File: config.mk
export PLATFORM = sky130hd
export DESIGN_NAME = crc_frame_sequencer_flat
export DESIGN_NICKNAME = d
export VERILOG_FILES = /design/src/rtl/crc_pkg.sv /design/src/rtl/crc_frame_sequencer_if.sv /design/src/rtl/crc_bit_serializer.sv /design/src/rtl/crc_frame_sequencer.sv /design/src/flat_wrapper.sv
export SDC_FILE = /design/constraint.sdc
export NUM_CORES = 1
export LEC_CHECK = 0
export ABC_AREA = 1
export BUFFER_PORTS_ARGS = -buffer_cell sky130_fd_sc_hd__buf_2
export CORE_AREA = 5 5 183 185
export CTS_BUF_LIST = sky130_fd_sc_hd__clkbuf_2 sky130_fd_sc_hd__clkbuf_4 sky130_fd_sc_hd__clkbuf_8
export CTS_CLUSTER_DIAMETER = 120
export CTS_CLUSTER_SIZE = 25
export DETAILED_ROUTE_END_ITERATION = 12
export DIE_AREA = 0 0 188 190
export GPL_TIMING_DRIVEN = 0
export PLACE_DENSITY = 0.52
export SLEW_MARGIN = 20
export SYNTH_ARGS = -nofsm -noshare
export SYNTH_HDL_FRONTEND = slang
export SYNTH_SLANG_ARGS = --single-unit
File: constraint.sdc
create_clock -name clk -period 4.1 [get_ports clk]
set_clock_uncertainty 0.1 [all_clocks]
set_input_delay 0.41 -clock clk [delete_from_list [all_inputs] [get_ports clk]]
set_output_delay 0.41 -clock clk [all_outputs]
set_load 0.02 [all_outputs]
File: src/rtl/crc_pkg.sv
// rtl/crc_pkg.sv - shared state encoding and byte width for the CRC frame sequencer
package crc_pkg;

  localparam int BYTE_W = 8;

  typedef enum logic [2:0] {
    IDLE    = 3'd0,
    LOAD    = 3'd1,
    WAIT    = 3'd2,
    SHIFT   = 3'd3,
    CAPTURE = 3'd4,
    DONE    = 3'd5
  } state_t;

endpackage

File: src/rtl/crc_frame_sequencer_if.sv
// rtl/crc_frame_sequencer_if.sv - byte input stream and CRC result stream of the sequencer
interface crc_frame_sequencer_if #(
  parameter int WIDTH = 64
);
  import crc_pkg::*;

  logic              in_valid;
  logic [BYTE_W-1:0] in_data;
  logic              in_last;
  logic              in_ready;
  logic              crc_valid;
  logic              crc_ready;
  logic [WIDTH-1:0]  crc_value;

  modport master (
    output in_valid, in_data, in_last, crc_ready,
    input  in_ready, crc_valid, crc_value
  );

  modport slave (
    input  in_valid, in_data, in_last, crc_ready,
    output in_ready, crc_valid, crc_value
  );

endinterface

File: src/rtl/crc_bit_serializer.sv
// rtl/crc_bit_serializer.sv - latches one byte and presents it as a registered serial bit stream
module crc_bit_serializer
  import crc_pkg::*;
#(
  parameter bit LSB_FIRST = 1'b1
) (
  input  logic              clk,
  input  logic              rst,
  input  logic              load,
  input  logic              advance,
  input  logic              clear,
  input  logic [BYTE_W-1:0] data,
  output logic              serial,
  output logic              done
);

  logic [BYTE_W-1:0] byte_q;
  logic [2:0]        cnt_q;
  logic              serial_q;

  function automatic logic pick(input logic [BYTE_W-1:0] b, input logic [2:0] k);
    return LSB_FIRST ? b[k] : b[3'd7 - k];
  endfunction

  assign done   = (cnt_q == 3'd7);
  assign serial = serial_q;

  // serial_q always holds bit[cnt_q], so the pin is a flop output aligned with the shift strobe
  always_ff @(posedge clk or posedge rst) begin
    if (rst) begin
      byte_q   <= '0;
      cnt_q    <= '0;
      serial_q <= 1'b0;
    end else if (clear) begin
      cnt_q    <= '0;
      serial_q <= 1'b0;
    end else if (load) begin
      byte_q   <= data;
      cnt_q    <= '0;
      serial_q <= pick(data, 3'd0);
    end else if (advance) begin
      cnt_q    <= cnt_q + 3'd1;
      serial_q <= done ? 1'b0 : pick(byte_q, cnt_q + 3'd1);
    end
  end

endmodule

File: src/rtl/crc_frame_sequencer.sv
// rtl/crc_frame_sequencer.sv - drives an lfsrN instance bit-serially over a byte frame and returns the final CRC
module crc_frame_sequencer
  import crc_pkg::*;
#(
  parameter int WIDTH     = 64,
  parameter bit LSB_FIRST = 1'b1,
  parameter int CNT_W     = 16
) (
  input  logic                 clk,
  input  logic                 rst,
  input  logic [WIDTH-1:0]     cfg_taps,
  input  logic [WIDTH-1:0]     cfg_init,
  input  logic [WIDTH-1:0]     cfg_xorout,
  input  logic                 start,
  input  logic                 abort,
  crc_frame_sequencer_if.slave bus,
  output logic                 lfsr_load,
  output logic                 lfsr_shift,
  output logic                 lfsr_data,
  output logic [WIDTH-1:0]     lfsr_taps,
  output logic [WIDTH-1:0]     lfsr_init,
  input  logic [WIDTH-1:0]     lfsr_value,
  output logic [CNT_W-1:0]     byte_count,
  output logic                 busy
);

  state_t           state_q, state_d;
  logic             in_ready_q, load_q, shift_q, crc_valid_q, busy_q;
  logic             in_ready_d, load_d, shift_d, crc_valid_d, busy_d;
  logic             last_q;
  logic [WIDTH-1:0] crc_q;
  logic [CNT_W-1:0] count_q;
  logic             accept, frame_start, shift_done;

  assign accept      = (state_q == WAIT) && bus.in_valid && in_ready_q && !abort;
  assign frame_start = start && ((state_q == IDLE) || ((state_q == DONE) && bus.crc_ready));

  crc_bit_serializer #(
    .LSB_FIRST (LSB_FIRST)
  ) u_serializer (
    .clk     (clk),
    .rst     (rst),
    .load    (accept),
    .advance ((state_q == SHIFT) && !abort),
    .clear   (abort),
    .data    (bus.in_data),
    .serial  (lfsr_data),
    .done    (shift_done)
  );

  // Strobes are registered decodes of the next state, so each pin is high exactly while its state is current
  always_ff @(posedge clk or posedge rst) begin
    if (rst) begin
      state_q     <= IDLE;
      in_ready_q  <= 1'b0;
      load_q      <= 1'b0;
      shift_q     <= 1'b0;
      crc_valid_q <= 1'b0;
      busy_q      <= 1'b0;
    end else begin
      state_q     <= state_d;
      in_ready_q  <= in_ready_d;
      load_q      <= load_d;
      shift_q     <= shift_d;
      crc_valid_q <= crc_valid_d;
      busy_q      <= busy_d;
    end
  end

  always_comb begin
    state_d = state_q;
    if (abort) begin
      state_d = IDLE;
    end else begin
      case (state_q)
        IDLE:    if (start) state_d = LOAD;
        LOAD:    state_d = WAIT;
        WAIT:    if (accept) state_d = SHIFT;
        SHIFT:   if (shift_done) state_d = last_q ? CAPTURE : WAIT;
        CAPTURE: state_d = DONE;
        DONE:    if (bus.crc_ready) state_d = start ? LOAD : IDLE;
        default: state_d = IDLE;
      endcase
    end
  end

  always_comb begin
    in_ready_d  = (state_d == WAIT);
    load_d      = (state_d == LOAD);
    shift_d     = (state_d == SHIFT);
    crc_valid_d = (state_d == DONE);
    busy_d      = (state_d != IDLE);
  end

  always_ff @(posedge clk or posedge rst) begin
    if (rst) begin
      count_q <= '0;
      last_q  <= 1'b0;
      crc_q   <= '0;
    end else if (!abort) begin
      if (frame_start) begin
        count_q <= '0;
      end else if (accept && (count_q != {CNT_W{1'b1}})) begin
        count_q <= count_q + CNT_W'(1);
      end
      if (accept) begin
        last_q <= bus.in_last;
      end
      if (state_q == CAPTURE) begin
        crc_q <= lfsr_value ^ cfg_xorout;
      end
    end
  end

  assign bus.in_ready  = in_ready_q;
  assign bus.crc_valid = crc_valid_q;
  assign bus.crc_value = crc_q;
  assign lfsr_load     = load_q;
  assign lfsr_shift    = shift_q;
  assign lfsr_taps     = cfg_taps;
  assign lfsr_init     = cfg_init;
  assign byte_count    = count_q;
  assign busy          = busy_q;

endmodule

File: src/flat_wrapper.sv
// flat-port wrapper written by rule: the top's interface ports become plain ports
module crc_frame_sequencer_flat import crc_pkg::*;
#(
  parameter int WIDTH     = 64,
  parameter bit LSB_FIRST = 1'b1,
  parameter int CNT_W     = 16
)
  (clk, rst, cfg_taps, cfg_init, cfg_xorout, start, abort, lfsr_load, lfsr_shift, lfsr_data, lfsr_taps, lfsr_init, lfsr_value, byte_count, busy, bus_in_valid, bus_in_data, bus_in_last, bus_crc_ready, bus_in_ready, bus_crc_valid, bus_crc_value);
  crc_frame_sequencer_if #(.WIDTH(WIDTH)) bus_i ();
  input  logic clk;
  input  logic rst;
  input  logic [WIDTH-1:0] cfg_taps;
  input  logic [WIDTH-1:0] cfg_init;
  input  logic [WIDTH-1:0] cfg_xorout;
  input  logic start;
  input  logic abort;
  output logic lfsr_load;
  output logic lfsr_shift;
  output logic lfsr_data;
  output logic [WIDTH-1:0] lfsr_taps;
  output logic [WIDTH-1:0] lfsr_init;
  input  logic [WIDTH-1:0] lfsr_value;
  output logic [CNT_W-1:0] byte_count;
  output logic busy;
  input wire logic [$bits(bus_i.in_valid)-1:0] bus_in_valid;
  input wire logic [$bits(bus_i.in_data)-1:0] bus_in_data;
  input wire logic [$bits(bus_i.in_last)-1:0] bus_in_last;
  input wire logic [$bits(bus_i.crc_ready)-1:0] bus_crc_ready;
  output wire logic [$bits(bus_i.in_ready)-1:0] bus_in_ready;
  output wire logic [$bits(bus_i.crc_valid)-1:0] bus_crc_valid;
  output wire logic [$bits(bus_i.crc_value)-1:0] bus_crc_value;
  assign bus_i.in_valid = bus_in_valid;
  assign bus_i.in_data = bus_in_data;
  assign bus_i.in_last = bus_in_last;
  assign bus_i.crc_ready = bus_crc_ready;
  assign bus_in_ready = bus_i.in_ready;
  assign bus_crc_valid = bus_i.crc_valid;
  assign bus_crc_value = bus_i.crc_value;
  crc_frame_sequencer #(.WIDTH(WIDTH), .LSB_FIRST(LSB_FIRST), .CNT_W(CNT_W)) u_core (.clk(clk), .rst(rst), .cfg_taps(cfg_taps), .cfg_init(cfg_init), .cfg_xorout(cfg_xorout), .start(start), .abort(abort), .bus(bus_i), .lfsr_load(lfsr_load), .lfsr_shift(lfsr_shift), .lfsr_data(lfsr_data), .lfsr_taps(lfsr_taps), .lfsr_init(lfsr_init), .lfsr_value(lfsr_value), .byte_count(byte_count), .busy(busy));
endmodule
# --- Yosys cells after proc, flatten, opt, wreduce, memory -nomap -nowiden ---
# Cells that the tools add are included.
word_totals:
  output_inout_bits: 214
  inputBits: 271
  reg_bits: 101
classes:
  n_bitwise: 2
  addsub: 2
  n_reduce_logical: 16
  n_mux: 19
  n_eq_ne: 11
  order_cmp: 1
ops:
  columns: ["op", "n"]
  rows:
  - ["$xor 64x64->64", 1]
  - ["$mux 16", 2]
  - ["$mux 3", 9]
  - ["$pmux 3 s6", 1]
  - ["$add 16x1->16 const B", 1]
  - ["$ne 16x16->1 const B", 1]
  - ["$eq 3x2->1 const B", 4]
  - ["$eq 3x3->1 const B", 4]
  - ["$logic_and 1x1->1", 7]
  - ["$eq 3x1->1 const B", 2]
  - ["$mux 1", 6]
  - ["$reduce_and 2->1", 3]
  - ["$reduce_bool 3->1", 2]
  - ["$lt 3x4->1 const B", 1]
  - ["$add 3x1->3 const B", 1]
  - ["$bmux 1 s3", 1]
  - ["$logic_not 3->1", 1]
  - ["$reduce_bool 2->1", 1]
  - ["$logic_not 1->1", 1]
  - ["$logic_or 1x1->1", 1]
  - ["$not 1->1", 1]

# --- Depth between registers and ports, before layout ---
# Gate-level depths: netlist of the first run.
logic_depth:
  word_depth: 8
  depth_mapped: 10

# --- Modules after synthesis ---
# Synthesis of the first run repeated with hierarchy kept, for this count alone.
unflattened:
  hier_cells: 685
  hier_area_um2: 5871.9
modules_own_cells:
  columns: ["mod", "area_each_um2", "seq_area_each_um2", "n_inst", "cells_per_inst"]
  rows:
  - ["crc_frame_sequencer", 5271.3, 2227.1, 1, 609]
  - ["crc_bit_serializer", 600.6, 300.3, 1, 76]

# --- Worst setup path after synthesis of the first run ---
# No wires, ideal clock.
synth_path:
  kind: "flip-flop to flip-flop"
  from: "register u_core.count_q[1], in the netlist u_core.byte_count[1]"
  to: "register u_core.count_q[12], in the netlist u_core.byte_count[12]"
  slack_ns: 2.282
  t_required_ns: 3.936
  path_stages_with_launch: 11
  path_buffers: 1
  arrival_ns: 1.654
  path_cell_list: "dfrtp_1 > ha_1 > nand2_1 > nor2_2 > nand2_2 > o21ai_4 > nand2_4 > inv_6 > buf_12 > nand2_2 > nand2_2"
synth_between:
  elab_chain_len: 4
synth_rtl:
  columns: ["item", "line_no", "source"]
  rows:
  - ["start: declaration", "crc_frame_sequencer.sv:32", "logic [CNT_W-1:0] count_q;"]
  - ["start signal: assignment", "crc_frame_sequencer.sv:104", "count_q <= count_q + CNT_W'(1);"]
  - ["parallel branches: the longest is 4 deep, another holds $add 16x1->16", null, null]
# Several ways; the timed one is not identified. The select of a mux whose other input is x is not followed.
# A chain may end at the register's enable or synchronous reset.

# --- Worst setup path after layout of the first run ---
layout_path:
  from: "register u_core.state_q[1]"
  to: "register u_core.crc_q[51], in the netlist u_core.bus.crc_value[51]"
layout_between:
  elab_chain_len: 2
layout_rtl:
  columns: ["item", "line_no", "source"]
  rows:
  - ["start: declaration", "crc_frame_sequencer.sv:27", "state_t state_q, state_d;"]
  - ["start signal: assignment", "crc_frame_sequencer.sv:61", "state_q <= state_d;"]
  - ["$eq 3x3->1", "crc_frame_sequencer.sv:109", "if (state_q == CAPTURE) begin"]
  - ["$reduce_and 2->1 (no source line)", null, null]
  - ["end signal: assignment", "crc_frame_sequencer.sv:110", "crc_q <= lfsr_value ^ cfg_xorout;"]
  - ["end: declaration", "crc_frame_sequencer.sv:31", "logic [WIDTH-1:0] crc_q;"]
# No other way between the ends.

==> metrics.md, run 1 <==
| Metric | Value |
|---|---|
| CTS Root Cell | `clkbuf_8` |
| Wirelength per Cell | `13.67 um` |
| Top-count cell post-synth | `buf_4` |
| #FFs+latches synth | `101` |
| Via count | `5438` |
| Share of the synthesized area in the top cell type | `43.30%` |
| Most used cell, CP | `buf_2` |
| Sequential-to-total area share from yosys stat | `43.30%` |
| Leakage | `4.331 nW` |
| GP Congestion | `0.7832` |
| Prevailing post-synth register cell | `dfrtp_1` |
| Area growth from synthesis to layout | `43.73%` |
| Reg clk slew, reported paths | `0.11 ns` |
| Worst vdd ir | `0.1863 mV` |
| Yosys Warn Count | `0` |
| Commonest cells post-synth | `buf_4 (135), dfrtp_1 (101), nor2_1 (90)` |
| Initial cell density of the core | `18.31%` |
| Max-slew violations | `0` |
| Fill count | `3481` |
| Post-Route WL | `19760 um` |
| Grt ovf | `0` |
| GRT Overall Usage | `10.34%` |
| Area leader, netlist | `dfrtp_1` |
| Rel. slew slack | `56.29%` |
| Antenna Violating Nets Remaining | `0` |
| Vias in the first global route | `5457` |
| Cell Pwr Density | `325.9 mW/mm^2` |
| Layout cells sized above 1 | `53.04%` |
| Crit start category | `flop` |
| N_diodes | `0` |
| Post-synthesis cell type count | `33` |
| Die X | `188 um` |
| Fraction of registers with async set/reset | `100.0%` |
| Synth top area cells | `dfrtp_1 (43%), buf_4 (17%), xnor2_1 (9.8%)` |
| Final Util | `26.32%` |
| CTS H-tree lvls | `3` |
| Synth Area in Compound Gates | `8.596%` |
| Synth Area in Simple Gates | `16.29%` |
| EDFF count, synth | `0` |
| Initial antenna violation count | `0` |
| Worst-Skew Late Latency | `0.38 ns` |
| Setup TNS | `0 ns` |
| Pin slew with the least headroom to its limit | `0.6496 ns` |
| Worst EP required | `4.25 ns` |
| First-pass GRT wire length | `29670 um` |
| Hold Path Class | `in2reg` |
| CTS buffer count | `9` |
| Critical path buffer and inverter count | `2` |
| Final setup vio count | `0` |
| RSZ-0062 raised after global routing | `false` |
| Worst min-delay path startpoint | `bus_in_data[6]` |
| Port bufs | `356` |
| XOR/XNOR Fraction of Synth Area | `10.35%` |
| Total power | `0.002734 W` |
| First drt pass iteration count | `4` |
| Largest family of logic cells by synthesized area | `buffers and inverters` |
| Peak fanout along the critical path | `10` |
| Die Ht | `190 um` |
| Post-Synth Adder-Cell Area | `0.6431%` |
| Vias per std cell | `3.763` |
| Synthesized netlist net count | `938` |
| Max incr delay on CP | `0.46 ns` |
| CP delay by family, top | `buffers and inverters` |
| Cells after Synth | `664` |
| Crit path kind | `reg2reg` |
| Nets | `1307` |
| Mapped Area | `0.005837 mm^2` |
| Multi-input gate area | `0.002095 mm^2` |
| CTS tree | `built` |
| Critical path capture point type | `flop` |
| Worst r2r src | `u_core.state_q[1]$_DFF_PP0_` |
| Max-cap violations | `0` |
| Critical Path Slowest Stage Cell | `dfrtp_1` |
| Initial drt markers | `96` |
| Critical path, cell by cell | `nor4_2, buf_2, buf_2, a21oi_1` |
| Worst-case clock buffer depth | `2` |
| Die footprint | `0.03572 mm^2` |
| # IOs | `485` |
| Core area | `0.03188 mm^2` |
| Detailed placer's ending HPWL | `16260 um` |
| DR DRC count | `0` |
| Worst Setup SP | `u_core.state_q[1]$_DFF_PP0_` |
| Final hold violation count | `0` |
| Standard-cell rows | `66` |
| Final period utilization | `46.78%` |
| Achievable Freq | `521.4 MHz` |
| Outcome | `complete, no violations` |
| CTS sink cnt | `101` |
| Post-layout min period | `1.918 ns` |
| Storage element area | `0.002527 mm^2` |
| Mux contribution to synthesized area | `0%` |
| Largest net degree at the start of global routing | `56` |
| Worst EP arrival | `2.07 ns` |
| Synth Area per Inst | `8.790 um^2` |
repair_timing:
action / CTS / global route
hold buffers: 1 / 0
endpoints found under the setup margin: 0 / 0
endpoints found under the hold margin: 46 / 0
gates resized for setup: 0 / 0
setup buffers: 0 / 0
report_power, final:
part | internal (W) | switching, W | total, W
registers | 0.00111 | 0.0000700 | 0.00118
clock network | 0.000348 | 0.000392 | 0.000740
logic | 0.000349 | 0.000467 | 0.000816
registers in the layout (all words and copies together) (netlist names):
| name | flops |
|---|---|
| u_core.bus.crc_value | 64 |
| u_core.byte_count | 16 |
| u_core.u_serializer.byte_q | 8 |
| u_core.state_q | 3 |
| u_core.u_serializer.cnt_q | 3 |
| u_core.bus.crc_valid | 1 |
| u_core.bus.in_ready | 1 |
| u_core.busy | 1 |
| u_core.last_q | 1 |
| u_core.lfsr_load | 1 |
| u_core.lfsr_shift | 1 |
| u_core.u_serializer.serial | 1 |
routing by layer:
metal	track usage, %	vias up	wire, um
li1	-	2729	-
met1	12.19	2457	7928
met2	18.50	237	10130
met3	3.229	15	1523
met4	2.202	0	178
met5	0	-	0
cell type report:
type | count | area share [%]
Buffer | 146 | 12.99
Clock buffer | 9 | 1.477
Multi-Input combinational cell | 385 | 24.97
Tap cell | 408 | 6.085
Clock inverter | 6 | 1.119
Sequential cell | 101 | 30.13
Timing Repair Buffer | 358 | 21.69
Inverter | 32 | 1.551
through the flow:
step	hold slack, ns	worst slack [ns]	cell area, um^2	instances
2_1_floorplan	0.3414	0.9429	5837	664
3_3_place_gp	0.3708	-0.4778	8129	1428
3_5_place_dp	0.3674	2.063	8162	1429
4_1_cts	0.08872	2.031	8389	1445
5_1_grt	0.1124	1.926	8389	1445
6_report	0.1274	2.182	8389	1445
placed cells by master, fill, tap and decap left out, types with 11 or more instances in the layout:
cell and count:
nand3_1 28, nand2_2 11, xnor2_1 65, nand2_1 70, dfrtp_1 101, o21ai_0 12, inv_1 23, buf_2 365
buf_4 135, a21oi_1 67, nor2_1 90
worst min-delay path, stage by stage:
cell	delay [ns]
buf_2	0.07
nand2_1	0.04
o21ai_0	0.05
worst paths after layout:
path | endpoint | slack [ns] | cells after the start
min reg2reg | u_core.last_q$_DFFE_PP0P_ | 0.39 | 2
max in group asynchronous | u_core.bus.crc_value[24]$_DFFE_PP0P_ | 2.78 | 4
min | u_core.u_serializer.byte_q[6]$_DFFE_PP0P_ | 0.13 | 3
min in group asynchronous | u_core.lfsr_shift$_DFF_PP0_ | 0.48 | 3
max reg2reg | u_core.bus.crc_value[51]$_DFFE_PP0P_ | 2.18 | 4
max | u_core.bus.crc_value[51]$_DFFE_PP0P_ | 2.18 | 4
kinds of logic (layout without fill, tap and decap cells):
logic type                 after synthesis  in the layout
buffers and inverters                  178            551
DFF                                    101            101
xor gates and xnor gates                69             69
adders and majority gates                3              3
and+or+nand+nor                        220            220
AOI/OAI and AO/OA                       93             93
Power figures use the tool's default switching activity.
==> inputs of run 2 (changes only) <==
--- a/config.mk
+++ b/config.mk
@@ -5,16 +5,16 @@
 export SDC_FILE = /design/constraint.sdc
 export NUM_CORES = 1
 export LEC_CHECK = 0
-export ABC_AREA = 1
+export ABC_AREA = 0
 export BUFFER_PORTS_ARGS = -buffer_cell sky130_fd_sc_hd__buf_2
-export CORE_AREA = 5 5 183 185
+export CORE_AREA = 5 5 186 188
 export CTS_BUF_LIST = sky130_fd_sc_hd__clkbuf_2 sky130_fd_sc_hd__clkbuf_4 sky130_fd_sc_hd__clkbuf_8
 export CTS_CLUSTER_DIAMETER = 120
 export CTS_CLUSTER_SIZE = 25
 export DETAILED_ROUTE_END_ITERATION = 12
-export DIE_AREA = 0 0 188 190
+export DIE_AREA = 0 0 191 193
 export GPL_TIMING_DRIVEN = 0
-export PLACE_DENSITY = 0.52
+export PLACE_DENSITY = 0.51
 export SLEW_MARGIN = 20
 export SYNTH_ARGS = -nofsm -noshare
 export SYNTH_HDL_FRONTEND = slang
==> constraint.sdc (replaced) <==
create_clock -name clk -period 1.6 [get_ports clk]
set_clock_uncertainty 0.1 [all_clocks]
set_input_delay 0.16 -clock clk [delete_from_list [all_inputs] [get_ports clk]]
set_output_delay 0.16 -clock clk [all_outputs]
set_load 0.02 [all_outputs]
==> metrics.md, run 2 <==
| Metric | Value |
|---|---|
| Outcome | `finished with violations` |
| Failing checks | `setup timing` |
| Via count | `6192` |
| First-pass GRT wire length | `33720 um` |
| Fill count | `3326` |
| EDFF count, synth | `0` |
| Sequential-to-total area share from yosys stat | `44.42%` |
| Critical path capture point type | `flop` |
| Synthesized netlist net count | `871` |
| Post-layout min period | `1.932 ns` |
| Max reg flops | `64` |
| First drt pass iteration count | `4` |
| Worst EP required | `1.81 ns` |
| Cell Pwr Density | `649.7 mW/mm^2` |
| Share of the synthesized area in the top cell type | `44.42%` |
| CTS H-tree lvls | `3` |
| Final setup vio count | `94` |
| Rel. slew slack | `67.00%` |
| Max-slew violations | `0` |
| Grt ovf | `0` |
| DR DRC count | `0` |
| Top-count cell post-synth | `buf_4` |
| Synth top area cells | `dfrtp_1 (44%), buf_4 (17%), xnor2_1 (9.9%)` |
| Initial antenna violation count | `1` |
| # IOs | `485` |
| Detailed placer's ending HPWL | `16370 um` |
| Mapped Area | `0.005690 mm^2` |
| Commonest non-fill, non-tap cell in the layout | `buf_2` |
| Area growth from synthesis to layout | `99.14%` |
| Vias per std cell | `3.853` |
| Layout cells sized above 1 | `63.90%` |
| Hold Path Class | `in2reg` |
| Crit start category | `flop` |
| Final hold violation count | `0` |
| Total power | `0.007363 W` |
| CTS buffer count | `9` |
| Crit path kind | `reg2reg` |
| Port bufs | `355` |
| Die footprint | `0.03686 mm^2` |
| #FFs+latches synth | `101` |
| Most frequent cells in the layout | `buf_2 (355), buf_4 (151), dlygate4sd3_1 (138)` |
| Wirelength per Cell | `14.86 um` |
| Worst-Skew Late Latency | `0.40 ns` |
| Peak fanout along the critical path | `8` |
| Commonest cells post-synth | `buf_4 (128), dfrtp_1 (101), a21oi_1 (77)` |
| Post-Route WL | `23870 um` |
| Worst EP arrival | `2.15 ns` |
| Initial cell density of the core | `17.27%` |
| Largest net degree at the start of global routing | `33` |
| Final worst setup slack | `-0.3323 ns` |
| Synth Area per Inst | `9.532 um^2` |
| RSZ-0062 raised after global routing | `true` |
| Cells after Synth | `597` |
| Hold slack final | `0.04071 ns` |
| Standard-cell rows | `67` |
| Leakage | `5.331 nW` |
| Reg clk slew, reported paths | `0.12 ns` |
| Yosys Warn Count | `0` |
| Post-route insts no fill | `1607` |
| Vias in the first global route | `6202` |
| Pin slew with the least headroom to its limit | `0.4932 ns` |
| Prevailing post-synth register cell | `dfrtp_1` |
| Post-route design area | `0.01133 mm^2` |
| Worst vdd ir | `0.3448 mV` |
| Core area | `0.03295 mm^2` |
| Antenna Violating Nets Remaining | `0` |
| CTS tree | `built` |
| Achievable Freq | `517.5 MHz` |
| GP Congestion | `0.7388` |
| Max-cap violations | `0` |
| CTS sink cnt | `101` |
| Die X | `191 um` |
| Inst Count DP | `1403` |
| Nets | `1427` |
| Placed Instance Area | `0.008162 mm^2` |
| CTS Root Cell | `clkbuf_8` |
| Initial drt markers | `162` |
| GRT Overall Usage | `11.73%` |
| Final period utilization | `120.8%` |
| Post-synthesis cell type count | `40` |
| Area leader, netlist | `dfrtp_1` |
| Worst-case clock buffer depth | `2` |
| Fraction of registers with async set/reset | `100.0%` |
| Die Ht | `193 um` |
[run 2: cell type report]
type                    instances  area (um^2)  area share (%)
plain buffers                 148         1296           11.44
well taps                     448        560.5           4.946
repair buffers                551         3948           34.84
diodes                          1        2.502         0.02208
clock buffers                   9        123.9           1.093
multi-input cells             332         2764           24.39
inverters                      10        41.29          0.3644
clock inverters                 7        57.56          0.5079
flip-flops and latches        101         2539           22.40
[run 2: critical path, stage by stage, from the launching register on]
cell       delay, ns
dfrtp_1         0.43
nand4bb_1       0.21
or3_1           0.39
buf_6           0.15
or4_4           0.42
a21oi_2         0.15
[run 2: what timing repair did]
item | 4_1_cts | 5_1_grt
buffers inserted | 37 | 10
pin swaps | 14 | 11
hold buffers | 136 | 2
gates cloned | 14 | 0
endpoints found under the hold margin | 108 | 4
setup endpoints to repair | 97 | 98
resized for setup | 138 | 147
[run 2: report_power, final]
part	total [W]	internal, W	switching [W]
Sequential	0.00306	0.00282	0.000234
Combinational	0.00266	0.00137	0.00128
Clock	0.00165	0.000595	0.00105
[run 2: cells by family after synthesis]
group                    synth area share (%)
multiplexers                            1.495
XOR/XNOR                                10.00
flip-flops                              44.42
adder cells (fa/ha/maj)                0.6597
AND/OR/NAND/NOR                         13.39
AO/OA/AOI/OAI                           10.03
buffers and inverters                   20.01
[run 2: metal layers]
metal	share of wire (%)	GRT usage, %	wire length, um	vias up
met4	0.87	2.597	208	0
met2	54	21.45	12820	275
met5	0	0	0	-
met3	8.1	3.475	1926	15
met1	37	13.61	8923	2925
li1	-	-	-	2977
[run 2: final timing paths]
check / from / to / slack [ns] / cells after the start
worst max-delay path: u_core.state_q[0]$_DFF_PP0_ / u_core.byte_count[5]$_DFFE_PP0P_ / -0.33 / 5
worst min-delay path: bus_crc_ready / u_core.bus.crc_valid$_DFF_PP0_ / 0.04 / 4
worst max register to register: u_core.state_q[0]$_DFF_PP0_ / u_core.byte_count[5]$_DFFE_PP0P_ / -0.33 / 5
worst min register to register: u_core.u_serializer.byte_q[2]$_DFFE_PP0P_ / u_core.u_serializer.byte_q[2]$_DFFE_PP0P_ / 0.38 / 2
max in group asynchronous: rst / u_core.u_serializer.cnt_q[0]$_DFFE_PP0P_ / 0.42 / 5
min in group asynchronous: rst / u_core.bus.crc_value[23]$_DFFE_PP0P_ / 0.24 / 3
[run 2: per-stage QoR]
| step | worst slack [ns] | TNS (ns) | utilization (%) |
|---|---|---|---|
| global route | -0.3918 | -22.40 | 34.39 |
| detailed placement | -1.140 | -69.85 | 24.77 |
| floorplan | -0.3080 | -2.848 | - |
| finish | -0.3323 | -14.91 | 34.40 |
| global placement | -1.079 | -141.32 | 24.59 |
| CTS | -0.3269 | -16.48 | 32.92 |
==> inputs of run 3 (changes only) <==
--- a/config.mk
+++ b/config.mk
@@ -13,6 +13,7 @@
 export CTS_CLUSTER_SIZE = 25
 export DETAILED_ROUTE_END_ITERATION = 12
 export DIE_AREA = 0 0 191 193
+export GPL_ROUTABILITY_DRIVEN = 0
 export GPL_TIMING_DRIVEN = 0
 export PLACE_DENSITY = 0.51
 export SLEW_MARGIN = 20
==> constraint.sdc (replaced) <==
create_clock -name clk -period 1.6 [get_ports clk]
set_clock_uncertainty 0.1 [all_clocks]
set_input_delay 0.24 -clock clk [delete_from_list [all_inputs] [get_ports clk]]
set_output_delay 0.24 -clock clk [all_outputs]
set_load 0.02 [all_outputs]
==> metrics.md, run 3 (synthesis results as in run 2) <==
| Metric | Value |
|---|---|
| Outcome | `finished with violations` |
| Failing checks | `setup timing` |
| Top Metal Used | `met4` |
| Wirelength per Cell | `14.97 um` |
| Max-slew violations | `0` |
| Detailed placer's ending HPWL | `16370 um` |
| Worst-case clock buffer depth | `2` |
| Initial cell density of the core | `17.27%` |
| Final hold violation count | `0` |
| Initial drt markers | `157` |
| GRT Overall Usage | `11.36%` |
| CTS tree | `built` |
| Post-route design area | `0.01063 mm^2` |
| CTS sink cnt | `101` |
| Worst EP required | `1.81 ns` |
| Leakage | `5.043 nW` |
| Die X | `191 um` |
| Core area | `0.03295 mm^2` |
| CTS H-tree lvls | `3` |
| Hold Path Class | `in2reg` |
| First drt pass iteration count | `4` |
| Layout cells sized above 1 | `67.80%` |
| RSZ-0062 raised after global routing | `true` |
| Die footprint | `0.03686 mm^2` |
| Worst r2r path cells | `5` |
| Standard-cell rows | `67` |
| Worst EP arrival | `2.15 ns` |
| Post-layout min period | `1.933 ns` |
| Commonest non-fill, non-tap cell in the layout | `buf_2` |
| Placed Instance Area | `0.008162 mm^2` |
| Max reg flops | `64` |
| Pin slew with the least headroom to its limit | `0.4961 ns` |
| Vias in the first global route | `5932` |
| Final period utilization | `120.8%` |
| Vias per std cell | `3.843` |
| Worst vdd ir | `0.3233 mV` |
| Grt ovf | `0` |
| Routed wl met2 | `12200 um` |
| Total power | `0.007163 W` |
| Cell Pwr Density | `673.8 mW/mm^2` |
| Most frequent cells in the layout | `buf_2 (355), buf_4 (151), dfrtp_1 (92)` |
| Max-cap violations | `0` |
| Post-Route WL | `23050 um` |
| Port bufs | `355` |
| Largest net degree at the start of global routing | `33` |
| Rel. slew slack | `66.81%` |
| Final worst setup slack | `-0.3330 ns` |
| Via count | `5914` |
| Crit path kind | `reg2reg` |
| Post-Place Worst Slack | `-1.140 ns` |
| # IOs | `485` |
| Met1 WL | `8824 um` |
| Final setup vio count | `94` |
| R2r setup slk | `-0.33 ns` |
| CTS buffer count | `9` |
| Worst-Skew Late Latency | `0.40 ns` |
| Met3 WL | `1840 um` |
| Achievable Freq | `517.3 MHz` |
| First-pass GRT wire length | `32510 um` |
| Peak fanout along the critical path | `8` |
| Area growth from synthesis to layout | `86.81%` |
| Critical path capture point type | `flop` |
| Die Ht | `193 um` |
| CTS Root Cell | `clkbuf_8` |
| Hold path cells | `3` |
| Reg clk slew, reported paths | `0.12 ns` |
| Nets | `1359` |
| Crit start category | `flop` |
| DR DRC count | `0` |
| Antenna Violating Nets Remaining | `0` |
| Initial antenna violation count | `1` |
==> run 3: final timing paths <==
path | endpoint | start
min | u_core.bus.crc_value[46]$_DFFE_PP0P_ | lfsr_value[46]
max | u_core.byte_count[5]$_DFFE_PP0P_ | u_core.state_q[0]$_DFF_PP0_
min in group asynchronous | u_core.bus.crc_value[23]$_DFFE_PP0P_ | rst
min reg2reg | u_core.u_serializer.byte_q[2]$_DFFE_PP0P_ | u_core.u_serializer.byte_q[2]$_DFFE_PP0P_
max reg2reg | u_core.byte_count[5]$_DFFE_PP0P_ | u_core.state_q[0]$_DFF_PP0_
max in group asynchronous | u_core.u_serializer.cnt_q[0]$_DFFE_PP0P_ | rst
==> run 3: where the power goes <==
part / internal, W / switching (W) / leakage (nW)
logic: 0.00120 / 0.00124 / 3.69
registers: 0.00282 / 0.000234 / 1.25
clock network: 0.000596 / 0.00106 / 0.0938
==> run 3: worst max-delay path: stages, from the launching register on <==
cell and delay [ns]:
dfrtp_1 0.43, nand4bb_1 0.21, or3_1 0.39, buf_6 0.15, or4_4 0.42, a21oi_2 0.15
==> run 3: per-stage QoR <==
step | hold WS [ns] | setup TNS, ns | util (%) | cells
6_report | 0.04182 | -15.12 | 32.27 | 1539
5_1_grt | 0.004939 | -22.41 | 32.26 | 1538
2_1_floorplan | 0.2454 | -3.141 | - | 597
3_5_place_dp | 0.1920 | -69.85 | 24.77 | 1403
3_3_place_gp | 0.3367 | -149.40 | 24.59 | 1400
4_1_cts | -0.1021 | -16.54 | 30.88 | 1537
==> run 3: layout make-up <==
type,instances,area [um^2]
fill,3432,22320
timing repair buffer,483,3257
sequential,101,2539
clock buffer,9,123.9
buffer,148,1296
inverter,10,41.29
tap,448,560.5
clock inverter,7,57.56
antenna,1,2.502
multi-input combinational,332,2753
==> run 3: what timing repair did <==
action / 4_1_cts / 5_1_grt
buffers inserted: 37 / 10
pin swaps: 14 / 11
gates cloned: 14 / 0
hold buffers: 69 / 1
endpoints found under the hold margin: 65 / 4
resized for setup: 138 / 146
endpoints found under the setup margin: 97 / 98
==> run 3: per-layer routing <==
layer	vias up	global-route usage [%]
met2	275	20.45
li1	2844	-
met4	0	2.486
met1	2782	13.55
met3	13	3.187
met5	-	0
